==> src/rtl/count_enable_ctrl.sv <==
// rtl/count_enable_ctrl.sv - pushbutton conditioning, run/stop FSM and en prescaler
// Optional single-step button path is built when SINGLE_STEP_EN is defined.
`timescale 1ns/1ps
module count_enable_ctrl #(
  parameter int DIV             = 10,
  parameter int DEBOUNCE_CYCLES = 16
) (
  input  logic clk,
  input  logic reset,
  input  logic btn_run,
  input  logic btn_clr,
`ifdef SINGLE_STEP_EN
  input  logic btn_step,
`endif
  output logic en,
  output logic cnt_clr,
  output logic running
);

`ifdef SINGLE_STEP_EN
  localparam int NBTN = 3;
`else
  localparam int NBTN = 2;
`endif
  localparam int DBW = $clog2(DEBOUNCE_CYCLES + 1);
  localparam int PSW = (DIV > 1) ? $clog2(DIV) : 1;

  typedef enum logic {
    ST_STOPPED = 1'b0,
    ST_RUNNING = 1'b1
  } state_t;

  logic [NBTN-1:0] w_btn_raw;
  logic [NBTN-1:0] r_sync1;
  logic [NBTN-1:0] r_sync2;
  logic [NBTN-1:0] r_stable;
  logic [NBTN-1:0] r_stable_d;
  logic [NBTN-1:0] r_press;
  logic [DBW-1:0]  r_db_cnt [NBTN];

  state_t          r_state;
  state_t          w_state_nxt;
  logic [PSW-1:0]  r_pre;
  logic [PSW-1:0]  w_pre_nxt;
  logic            w_en_nxt;
  logic            r_en;
  logic            r_cnt_clr;
  logic            w_run_press;
  logic            w_clr_press;
  logic            w_step_press;

`ifdef SINGLE_STEP_EN
  assign w_btn_raw    = {btn_step, btn_clr, btn_run};
  assign w_step_press = r_press[2];
`else
  assign w_btn_raw    = {btn_clr, btn_run};
  assign w_step_press = 1'b0;
`endif
  assign w_run_press = r_press[0];
  assign w_clr_press = r_press[1];

  // Only r_sync2 feeds logic; r_sync1 is purely the metastability stage.
  always_ff @(posedge clk or posedge reset) begin
    if (reset) begin
      r_sync1 <= '0;
      r_sync2 <= '0;
    end else begin
      r_sync1 <= w_btn_raw;
      r_sync2 <= r_sync1;
    end
  end

  // Stable value flips only after the synced input has differed for a full count.
  always_ff @(posedge clk or posedge reset) begin
    if (reset) begin
      r_stable <= '0;
      for (int i = 0; i < NBTN; i++) begin
        r_db_cnt[i] <= '0;
      end
    end else begin
      for (int i = 0; i < NBTN; i++) begin
        if (r_sync2[i] == r_stable[i]) begin
          r_db_cnt[i] <= '0;
        end else if (r_db_cnt[i] == DBW'(DEBOUNCE_CYCLES)) begin
          r_stable[i] <= r_sync2[i];
          r_db_cnt[i] <= '0;
        end else begin
          r_db_cnt[i] <= r_db_cnt[i] + DBW'(1);
        end
      end
    end
  end

  always_ff @(posedge clk or posedge reset) begin
    if (reset) begin
      r_stable_d <= '0;
      r_press    <= '0;
    end else begin
      r_stable_d <= r_stable;
      r_press    <= r_stable & ~r_stable_d;
    end
  end

  always_ff @(posedge clk or posedge reset) begin
    if (reset) begin
      r_state   <= ST_STOPPED;
      r_pre     <= '0;
      r_en      <= 1'b0;
      r_cnt_clr <= 1'b0;
    end else begin
      r_state   <= w_state_nxt;
      r_pre     <= w_pre_nxt;
      r_en      <= w_en_nxt;
      r_cnt_clr <= w_clr_press;
    end
  end

  always_comb begin
    w_state_nxt = r_state;
    w_pre_nxt   = r_pre;
    w_en_nxt    = 1'b0;

    if (w_run_press) begin
      w_state_nxt = (r_state == ST_STOPPED) ? ST_RUNNING : ST_STOPPED;
    end

    if (w_run_press || w_clr_press || (r_state == ST_STOPPED)) begin
      w_pre_nxt = '0;
    end else if (r_pre == PSW'(DIV - 1)) begin
      w_pre_nxt = '0;
    end else begin
      w_pre_nxt = r_pre + PSW'(1);
    end

    // A transition or clear restarts the cadence, so the tick due that cycle is dropped.
    if ((r_state == ST_RUNNING) && !w_run_press && !w_clr_press &&
        (r_pre == PSW'(DIV - 1))) begin
      w_en_nxt = 1'b1;
    end

    if ((r_state == ST_STOPPED) && w_step_press && !w_clr_press) begin
      w_en_nxt = 1'b1;
    end
  end

  assign en      = r_en;
  assign cnt_clr = r_cnt_clr;
  assign running = (r_state == ST_RUNNING);

endmodule

==> config.mk <==
export PLATFORM = sky130hd
export DESIGN_NAME = count_enable_ctrl
export DESIGN_NICKNAME = d
export VERILOG_FILES = /design/src/rtl/count_enable_ctrl.sv
export SDC_FILE = /design/constraint.sdc
export NUM_CORES = 1
export LEC_CHECK = 0
export CAP_MARGIN = 20
export CORE_UTILIZATION = 60
export CTS_BUF_LIST = sky130_fd_sc_hd__clkbuf_4 sky130_fd_sc_hd__clkbuf_8
export DETAILED_ROUTE_END_ITERATION = 16
export PLACE_DENSITY = 0.81
export SLEW_MARGIN = 0
export SYNTH_ARGS = -nofsm -noshare
export SYNTH_HDL_FRONTEND = slang
export SYNTH_SLANG_ARGS = --single-unit
==> constraint.sdc <==
create_clock -name clk -period 2.13 [get_ports clk]
set_input_delay 0.213 -clock clk [delete_from_list [all_inputs] [get_ports clk]]
set_output_delay 0.213 -clock clk [all_outputs]
set_load 0.01 [all_outputs]
==> metrics.md <==
| Metric | Value |
|---|---|
| Initial DRC count | `6` |
| Measured slew at the worst slew-check pin | `386 ps` |
| Main area contributors after synthesis | `dfrtp_1 63%, ha_1 7.0%, xor2_1 6.6%, nor2_1 5.3%, nand3_1 2.8%` |
| Num Clock Sinks | `27` |
| Synth Instances | `84` |
| Cts repair resizes | `0` |
| Syn_nets | `94` |
| Critical Path Slowest Stage Cell | `clkdlybuf4s50_1` |
| Critical R2R Launch | `r_db_cnt[5]` |
| Drt first pass iters | `5` |
| Area growth, synth to finish | `11.0%` |
| Crit path from | `running` |
| Largest net degree at the start of global routing | `28` |
| CTS Buf Count | `3` |
| DIE WIDTH | `44.2 um` |
| Outcome | `finished, final reports clean` |
| Cell family with most CP delay | `buffers and inverters` |
| Final TNS setup | `0 ps` |
| Top cell type by total area after synthesis | `dfrtp_1` |
| Initial core utilization | `67.8%` |
| Fin Clk Skew | `roughly 1.5 ps` |
| Number of enable flip-flop cells after synthesis | `0` |
| Top_reg_cell synth | `dfrtp_1` |
| Latest clock arrival within the worst-skew pair | `300 ps` |
| LEAKAGE | `0.587 nW` |
| Setup Buffers After CTS | `0` |
| Fmax | `0.672 GHz` |
| HPWL after DPL | `965 um` |
| Gpl congestion | `0.755` |
| Area of the core | `approximately 1600 um^2` |
| DR vias | `approximately 560` |
| Tightest Hold Check Type | `in -> async` |
| Final Cycle Share | `69.8%` |
| CTS Hold Bufs | `0` |
| CP Buf/Inv Count | `1` |
| CP Launch Type | `register` |
| Top cell type's share of synthesized area | `63.2%` |
| Max-slew violation count | `0` |
| RR Endpoint | `r_stable[0]` |
| Syn Std Cell Area | `1070 um^2` |
| # rows | `14` |
| Distinct cells, synth | `16` |
| Antenna Nets Post-Route | `0` |
| CTS tree | `built` |
| VDD IR max | `0.664 mV` |
| Post-synth ARST share | `100%` |
| First-pass GRT wire length | `2220 um` |
| Most common cell in the synthesized netlist | `dfrtp_1` |
| R2R Setup Slk | `810 ps` |
| Worst slew margin | `74.1%` |
| CTS Root Cell | `clkbuf_4` |
| Boundary pin count | `7` |
| Worst EP arrival | `1270 ps` |
| Critical Path Fanout Max | `4` |
| Max-cap violations | `0` |
| Register area share after synthesis | `63.2%` |
| Worst-path clk slew | `between 100 and 150 ps` |
| Wirelength per Cell | `around 12 um` |
| Die height | `44.2 um` |
| Synth warn | `0` |
| CP max stage delay | `roughly 550 ps` |
| RSZ-0062 raised after global routing | `no` |
| Share of cells above drive strength 1 | `about a tenth` |
| Depth of the worst register-to-register path | `5` |
| Final Non-Filler Cells | `111` |
| Number of vias per cell | `5.07` |
| Number of global-route vias before repair | `548` |
| WP data required | `1920 ps` |
| Clock Tree Buf Depth | `2` |
| H-Tree Level Count | `1` |
| Ordered list of cells on the worst path | `clkdlybuf4s50_1` |
| All-Layer GR Usage | `15.8%` |
| Crit end category | `output pin` |
| Routed WL | `1310 um` |
| DIE AREA | `1950 um^2` |
| Initial antenna violation count | `0` |
| Post-route DRC | `0` |
| Worst setup path category | `reg -> out` |
| Cells after DPL | `~110` |
| Overflow after GRT | `0` |
| Most common library cells after synthesis | `27 x dfrtp_1, 15 x nor2_1, 8 x xor2_1` |
| Antenna cell count | `0` |
| Mean Syn Cell Area | `12.7 um^2` |
| Tmin final | `1490 ps` |
| Final Hold Vio Count | `0` |
| Port Buf Inserts | `6` |
| Setup violators final | `0` |
| Register bit count reported by yosys | `27` |
| Nets@finish | `106` |
| Pwr/cell area | `674 nW/um^2` |
layer usage:
metal	global-route usage, %	up-vias	share of wire, %
met3	3.67	2	2.0
met2	25.9	7	48
li1	-	285	-
met5	0	-	0
met1	21.0	269	49
met4	5.45	0	1.5
state kept, by name, indices dropped and copies added, names as in the netlist:
| name | cells |
|---|---|
| en | 1 |
| r_stable_d | 2 |
| r_stable | 2 |
| r_press | 2 |
| running | 1 |
| cnt_clr | 1 |
| r_sync1 | 2 |
| r_db_cnt | 10 |
| r_pre | 4 |
| r_sync2 | 2 |
kinds of logic after synthesis:
group / Yosys count / share of synthesized area [%]
adders and majority gates: 6 / 7.03
xor gates and xnor gates: 11 / 9.02
and+or+nand+nor: 30 / 14.6
DFF: 27 / 63.2
buffers and inverters: 7 / 2.46
muxes: 2 / 2.46
AOI/OAI and AO/OA: 1 / 1.17
through the flow:
| step | area, um^2 | worst slack, ps | hold WS (ps) | util (%) | power [mW] |
|---|---|---|---|---|---|
| 6_report | 1190 | 643 | 260 | 75.2 | 0.800 |
| 5_1_grt | 1190 | 588 | 300 | 75.2 | 0.835 |
| 4_1_cts | 1190 | 633 | 264 | 75.2 | 0.810 |
| 3_5_place_dp | 1160 | 819 | 345 | 73.3 | 0.596 |
| 3_3_place_gp | 1160 | 868 | 333 | 73.3 | 0.592 |
| 2_1_floorplan | 1070 | 891 | 244 | - | 0.578 |
report_power, final:
part           internal [mW]  switching (mW)
Clock                 0.0855           0.130
Combinational         0.0211          0.0255
Sequential             0.526          0.0119
Total                  0.633           0.167
cells in the final DEF (no fill, tap or decap), drive strengths merged, types with 3 or more instances in the layout:
master and count:
clkbuf 4, clkdlybuf4s50 6, dfrtp 27, ha 6, inv 7, nand2 3, nand3 6, nor2 15
xnor2 3, xor2 8
worst max-delay path by stage:
stage | to | slack (ps) | cells after the start
2_1_floorplan | r_stable[0] | 890 | 5
3_3_place_gp | r_stable[0] | 870 | 5
3_5_place_dp | r_stable[0] | 820 | 5
4_1_cts | running | 630 | 1
5_1_grt | running | 590 | 1
6_report | running | 640 | 1
layout make-up:
type                    instances  area, um^2
flip-flops and latches         27         676
fillers                       109         390
multi-input cells              50         367
repair buffers                  7        67.6
clock buffers                   4        30.0
inverters                       7        26.3
well taps                      16        20.0
Power figures use the tool's default switching activity.
